==> config.mk <==
export PLATFORM = sky130hd
export DESIGN_NAME = branch_predictor
export DESIGN_NICKNAME = d
export VERILOG_FILES = /design/src/rtl/branch_predictor_pkg.sv /design/src/rtl/bp_table_ram.sv /design/src/rtl/branch_predictor.sv
export SDC_FILE = /design/constraint.sdc
export NUM_CORES = 2
export LEC_CHECK = 0
export CAP_MARGIN = 20
export CORE_ASPECT_RATIO = 1.5
export CORE_MARGIN = 4
export CORE_UTILIZATION = 50
export DETAILED_ROUTE_END_ITERATION = 10
export HOLD_SLACK_MARGIN = 0.05
export PLACE_DENSITY_LB_ADDON = 0.05
export SYNTH_ARGS = -nofsm -noshare
export SYNTH_HDL_FRONTEND = slang
export SYNTH_HIERARCHICAL = 1
export SYNTH_SLANG_ARGS = --single-unit
==> constraint.sdc <==
create_clock -name clk -period 18.9 [get_ports clk]
set_input_delay 1.89 -clock clk [delete_from_list [all_inputs] [get_ports clk]]
set_output_delay 1.89 -clock clk [all_outputs]
set_load 0.005 [all_outputs]
==> src/rtl/branch_predictor_pkg.sv <==
// Shared types and constants for the fetch-side branch predictor:
// table entry layout, FSM states and 2-bit counter helpers.
package branch_predictor_pkg;

   localparam int unsigned BP_ENTRIES = 64;
   localparam int unsigned BP_TAG_W   = 8;

   typedef logic [31:0] virt_t;
   typedef logic [1:0]  bp_ctr_t;

   localparam bp_ctr_t BP_CTR_SNT = 2'b00;
   localparam bp_ctr_t BP_CTR_WNT = 2'b01;
   localparam bp_ctr_t BP_CTR_WT  = 2'b10;
   localparam bp_ctr_t BP_CTR_ST  = 2'b11;

   typedef struct packed {
      logic                valid;
      logic [BP_TAG_W-1:0] tag;
      virt_t               target;
      bp_ctr_t             ctr;
   } bp_entry_t;

   typedef enum logic {
      BP_INIT = 1'b0,
      BP_RUN  = 1'b1
   } bp_state_e;

   // Saturating step of a 2-bit direction counter.
   function automatic bp_ctr_t bp_ctr_next(input bp_ctr_t ctr, input logic taken);
      bp_ctr_t nxt;
      nxt = ctr;
      if (taken && (ctr != BP_CTR_ST)) begin
         nxt = ctr + 2'b01;
      end else if (!taken && (ctr != BP_CTR_SNT)) begin
         nxt = ctr - 2'b01;
      end
      return nxt;
   endfunction

endpackage

==> src/rtl/bp_table_ram.sv <==
// Predictor table storage: one registered read port (write-first on collision)
// and one write port whose current contents are visible for read-modify-write.
module bp_table_ram
   import branch_predictor_pkg::*;
#(
   parameter int unsigned ENTRIES = BP_ENTRIES,
   parameter int unsigned IDX_W   = $clog2(ENTRIES)
) (
   input  logic             clk,
   input  logic             rd_en_i,
   input  logic [IDX_W-1:0] rd_idx_i,
   output bp_entry_t        rd_data_o,
   input  logic             wr_en_i,
   input  logic [IDX_W-1:0] wr_idx_i,
   input  bp_entry_t        wr_data_i,
   input  logic [IDX_W-1:0] rmw_idx_i,
   output bp_entry_t        rmw_data_c_o
);

   bp_entry_t mem_q [ENTRIES];
   bp_entry_t rd_data_q;

   always_ff @(posedge clk) begin
      if (wr_en_i) begin
         mem_q[wr_idx_i] <= wr_data_i;
      end
      if (rd_en_i) begin
         rd_data_q <= (wr_en_i && (wr_idx_i == rd_idx_i)) ? wr_data_i : mem_q[rd_idx_i];
      end
   end

   assign rd_data_o    = rd_data_q;
   assign rmw_data_c_o = mem_q[rmw_idx_i];

endmodule

==> src/rtl/branch_predictor.sv <==
// BTB with 2-bit saturating direction counters: INIT sweep clears the table,
// RUN serves 1-cycle lookups and trains from execute-stage outcomes.
module branch_predictor
   import branch_predictor_pkg::*;
#(
   parameter int unsigned ENTRIES = BP_ENTRIES,
   parameter int unsigned TAG_W   = BP_TAG_W
) (
   input  logic  clk,
   input  logic  resetn,
   input  logic  bp_flush,
   output logic  bp_ready,
   input  logic  lk_valid,
   input  logic  lk_stall,
   input  virt_t lk_pc,
   output logic  predict_hit,
   output logic  predict_is_taken,
   output virt_t predict_target,
   input  logic  upd_valid,
   input  virt_t upd_pc,
   input  logic  upd_taken,
   input  virt_t upd_target
);

   localparam int unsigned IDX_W = $clog2(ENTRIES);

   bp_state_e           state_q, state_d;
   logic [IDX_W-1:0]    sweep_q, sweep_d;
   logic                ready_q;
   logic                lk_valid_q, lk_valid_d;
   logic [BP_TAG_W-1:0] lk_tag_q, lk_tag_d;

   logic [IDX_W-1:0]    lk_idx, upd_idx, wr_idx;
   logic [BP_TAG_W-1:0] lk_tag, upd_tag;
   logic                rd_en, wr_en, upd_hit, hit_c;
   bp_entry_t           rd_entry, rmw_entry, wr_data;
   logic                unused_pc_bits;

   assign lk_idx  = lk_pc[IDX_W+1:2];
   assign upd_idx = upd_pc[IDX_W+1:2];
   assign lk_tag  = BP_TAG_W'(lk_pc[IDX_W+TAG_W+1:IDX_W+2]);
   assign upd_tag = BP_TAG_W'(upd_pc[IDX_W+TAG_W+1:IDX_W+2]);
   assign unused_pc_bits = ^{lk_pc[31:IDX_W+TAG_W+2], lk_pc[1:0],
                             upd_pc[31:IDX_W+TAG_W+2], upd_pc[1:0]};

   // A stalled fetch keeps the read register untouched so the prediction holds.
   assign rd_en = lk_valid && !lk_stall;

   bp_table_ram #(
      .ENTRIES (ENTRIES),
      .IDX_W   (IDX_W)
   ) u_table (
      .clk          (clk),
      .rd_en_i      (rd_en),
      .rd_idx_i     (lk_idx),
      .rd_data_o    (rd_entry),
      .wr_en_i      (wr_en),
      .wr_idx_i     (wr_idx),
      .wr_data_i    (wr_data),
      .rmw_idx_i    (upd_idx),
      .rmw_data_c_o (rmw_entry)
   );

   assign upd_hit = rmw_entry.valid && (rmw_entry.tag == upd_tag);

   // Next state, table write selection and lookup-tracking registers.
   always_comb begin
      state_d    = state_q;
      sweep_d    = sweep_q;
      wr_en      = 1'b0;
      wr_idx     = upd_idx;
      wr_data    = '0;
      lk_valid_d = lk_valid_q;
      lk_tag_d   = lk_tag_q;

      case (state_q)
         BP_INIT: begin
            wr_en       = 1'b1;
            wr_idx      = sweep_q;
            wr_data.ctr = BP_CTR_WNT;
            sweep_d     = sweep_q + IDX_W'(1);
            if (sweep_q == IDX_W'(ENTRIES - 1)) begin
               state_d = BP_RUN;
            end
         end
         BP_RUN: begin
            if (upd_valid && !bp_flush) begin
               if (upd_hit) begin
                  wr_en       = 1'b1;
                  wr_data     = rmw_entry;
                  wr_data.ctr = bp_ctr_next(rmw_entry.ctr, upd_taken);
                  if (upd_taken) begin
                     wr_data.target = upd_target;
                  end
               end else if (upd_taken) begin
                  wr_en          = 1'b1;
                  wr_data.valid  = 1'b1;
                  wr_data.tag    = upd_tag;
                  wr_data.target = upd_target;
                  wr_data.ctr    = BP_CTR_WT;
               end
            end
         end
         default: state_d = BP_INIT;
      endcase

      if (!lk_stall) begin
         lk_valid_d = lk_valid && (state_q == BP_RUN);
         lk_tag_d   = lk_tag;
      end

      if (bp_flush) begin
         state_d    = BP_INIT;
         sweep_d    = '0;
         lk_valid_d = 1'b0;
      end
   end

   always_ff @(posedge clk) begin
      if (!resetn) begin
         state_q    <= BP_INIT;
         sweep_q    <= '0;
         ready_q    <= 1'b0;
         lk_valid_q <= 1'b0;
         lk_tag_q   <= '0;
      end else begin
         state_q    <= state_d;
         sweep_q    <= sweep_d;
         ready_q    <= (state_d == BP_RUN);
         lk_valid_q <= lk_valid_d;
         lk_tag_q   <= lk_tag_d;
      end
   end

   assign hit_c            = lk_valid_q && rd_entry.valid && (rd_entry.tag == lk_tag_q);
   assign predict_hit      = hit_c;
   assign predict_is_taken = hit_c && rd_entry.ctr[1];
   assign predict_target   = hit_c ? rd_entry.target : '0;
   assign bp_ready         = ready_q;

endmodule

==> flow_metrics.tcl <==
set metrics [dict create \
    status "finished clean" \
    crit_arrival_ns 10.53 \
    syn2layout_area_growth_pct 11.8 \
    grt_pass1_vias 74400 \
    yosys_warnings 6 \
    core_area_mm2 0.257 \
    die_area_mm2 0.267 \
    num_vias 72400 \
    grt_max_degree 134 \
    gp_congestion 0.837 \
    syn-mean-instance-area_um2 21.0 \
    rrSetupSlack_ns 12.04 \
    cts_tree "built" \
    synth_fp_nets 6250 \
    ant_nets 0 \
    hold_path_end "sweep_q[0]" \
    post_cts_resized 0 \
    antenna_found_initial 30 \
    drtIter0Drc 9993 \
    timing.rr.end "u_table/mem_q[35][15]" \
    slew_viol_final 0 \
    cp_max_fo 96 \
    wire_per_inst_um 45.8 \
    timing.setup.tns_ns 0 \
    crit_type "in2reg" \
    cts_setup_buffers 0 \
    clk_path_buf_depth 4 \
    r2r_cells 13 \
    final_area_mm2 0.144 \
    grt_first_pass_wirelength_um 620000 \
    finalCriticalPeriod_ns 10.06 \
    hold_start "sweep_q[0]" \
    leakagePower_uw 0.0510 \
    finalHoldViolCount 0 \
    postPlaceCellArea_mm2 0.135 \
    hold_class "reg2reg" \
    cap_violations 0 \
    clk_latency_ns 0.89 \
    slew_headroom 0.159 \
    crit_required_ns 19.38 \
    nets 6395 \
    portBuffers 101 \
    cts.sinks 2810 \
    fp.dieH_um 630 \
    root_buffer "clkbuf_16" \
    path_clk_slew_ns 0.06 \
    rsz0062_at_grt "no" \
    nFillCells 19200 \
    cp-start-kind "primary input" \
    worst_slew_pin_slew_ns 1.26 \
    crit_path_start "upd_pc[4]" \
    clock.fmax_ghz 0.0994 \
    initial_core_util 0.502 \
    wirelength_um 456000 \
    ios 138 \
    power_density_mw_per_mm2 90.8 \
    first_pass_iters 6 \
    path_buf_inv 5 \
    skew_ns 0.0522 \
    grt_use_total 0.341 \
    worstSetupEndpointType "register" \
    min_path_cells 2 \
    finalSetupViolations 0 \
    hpwl_um 263000 \
    drive_gt1_frac 0.339 \
    ir_drop_v 0.0000949 \
    drc 0 \
    critPathMostFrequentCell "buf_4" \
    final_cell_mix "2794 x edfxtp_1, 1389 x mux4_2, 391 x mux2i_1" \
    timing.hold.ws_ns 0.561 \
    cts_max_level 5 \
    fin_crit_sh 0.532 \
    grt_overflow_total 0 \
    cts-buffers-inserted 281 \
    crit_path_cell_trace "buf_8 > buf_12 > buf_4 > buf_4 > mux4_2 > mux2i_1 > mux2i_1 > o22ai_1 > a221oi_1 > xnor2_1 > nand2_1 > or3_1 > a22oi_1 > nor2b_1 > nand3_1 > nor2_4 > buf_4" \
    max_stage_delay_ns 0.98 \
    syn-cell-area_mm2 0.129 \
    num_rows 228 \
    die_w_um 423 \
    slowest_stage "nor2_4" \
    syn_inst 6144 \
    timing.rr.start "u_table/mem_q[23][41]" \
    crit_family "buffers and inverters" \
    final_common_cell "edfxtp_1" \
    avgViaCountPerCell 7.27 \
    ctsHoldBuffers 0 \
]
where the power goes:
part           switching (uW)  total, uW  internal, uW
Combinational             428        669           241
Sequential               16.3       6780          6770
Clock                    2420       5660          3240
metal layers:
metal / up-vias / share of wire / global-route usage
li1: 27400 / - / -
met2: 4363 / 0.50 / 0.570
met1: 39600 / 0.35 / 0.423
met4: 14 / 0.064 / 0.183
met3: 1078 / 0.090 / 0.0686
met5: - / 0.00019 / 0
per-stage QoR:
step	power [uW]	util	worst slack [ns]	std cells
final	13100	0.562	8.84	9963
after global routing	13500	0.562	8.69	9954
after CTS	13200	0.560	9.07	9927
after global placement	7580	0.524	8.23	9433
after detailed placement	7580	0.525	8.14	9435
after floorplan	7330	-	9.91	6144
worst max path at each step:
stage	slack (ns)	end	depth (start not counted)
floorplan	9.91	u_table/mem_q[48][0]	14
global placement	8.23	u_table/mem_q[35][0]	17
detailed placement	8.14	u_table/mem_q[35][0]	17
CTS	9.07	u_table/mem_q[35][21]	17
global route	8.69	u_table/mem_q[35][15]	17
finish	8.84	u_table/mem_q[35][15]	17
state kept, by name, indices dropped and copies added (netlist names):
name and count:
bp_ready 1, lk_tag_q 8, lk_valid_q 1, sweep_q 6
u_table/mem_q 2752, u_table/rd_data_o 42
worst register-to-register path: stages, from the launching register on:
cell	delay (ns)
edfxtp_1	0.42
mux4_2	0.49
a22o_1	0.26
a221oi_1	0.36
a32o_1	0.31
a21oi_1	0.19
xnor2_1	0.26
nand4_2	0.21
or3_1	0.51
a22oi_1	0.64
nor2b_1	0.32
nand3_1	0.60
nor2_4	0.98
buf_4	0.87
final cells by class:
class	instances	area, um2	share of cell area
sequential	2810	84200	0.583
multi-input combinational	2825	43300	0.300
clock buffer	353	7650	0.0530
tap	3450	4320	0.0299
timing repair buffer	367	3490	0.0242
clock inverter	139	1390	0.00965
antenna	15	37.5	0.000260
inverter	4	22.5	0.000156
(Power assumes the default switching activity.)
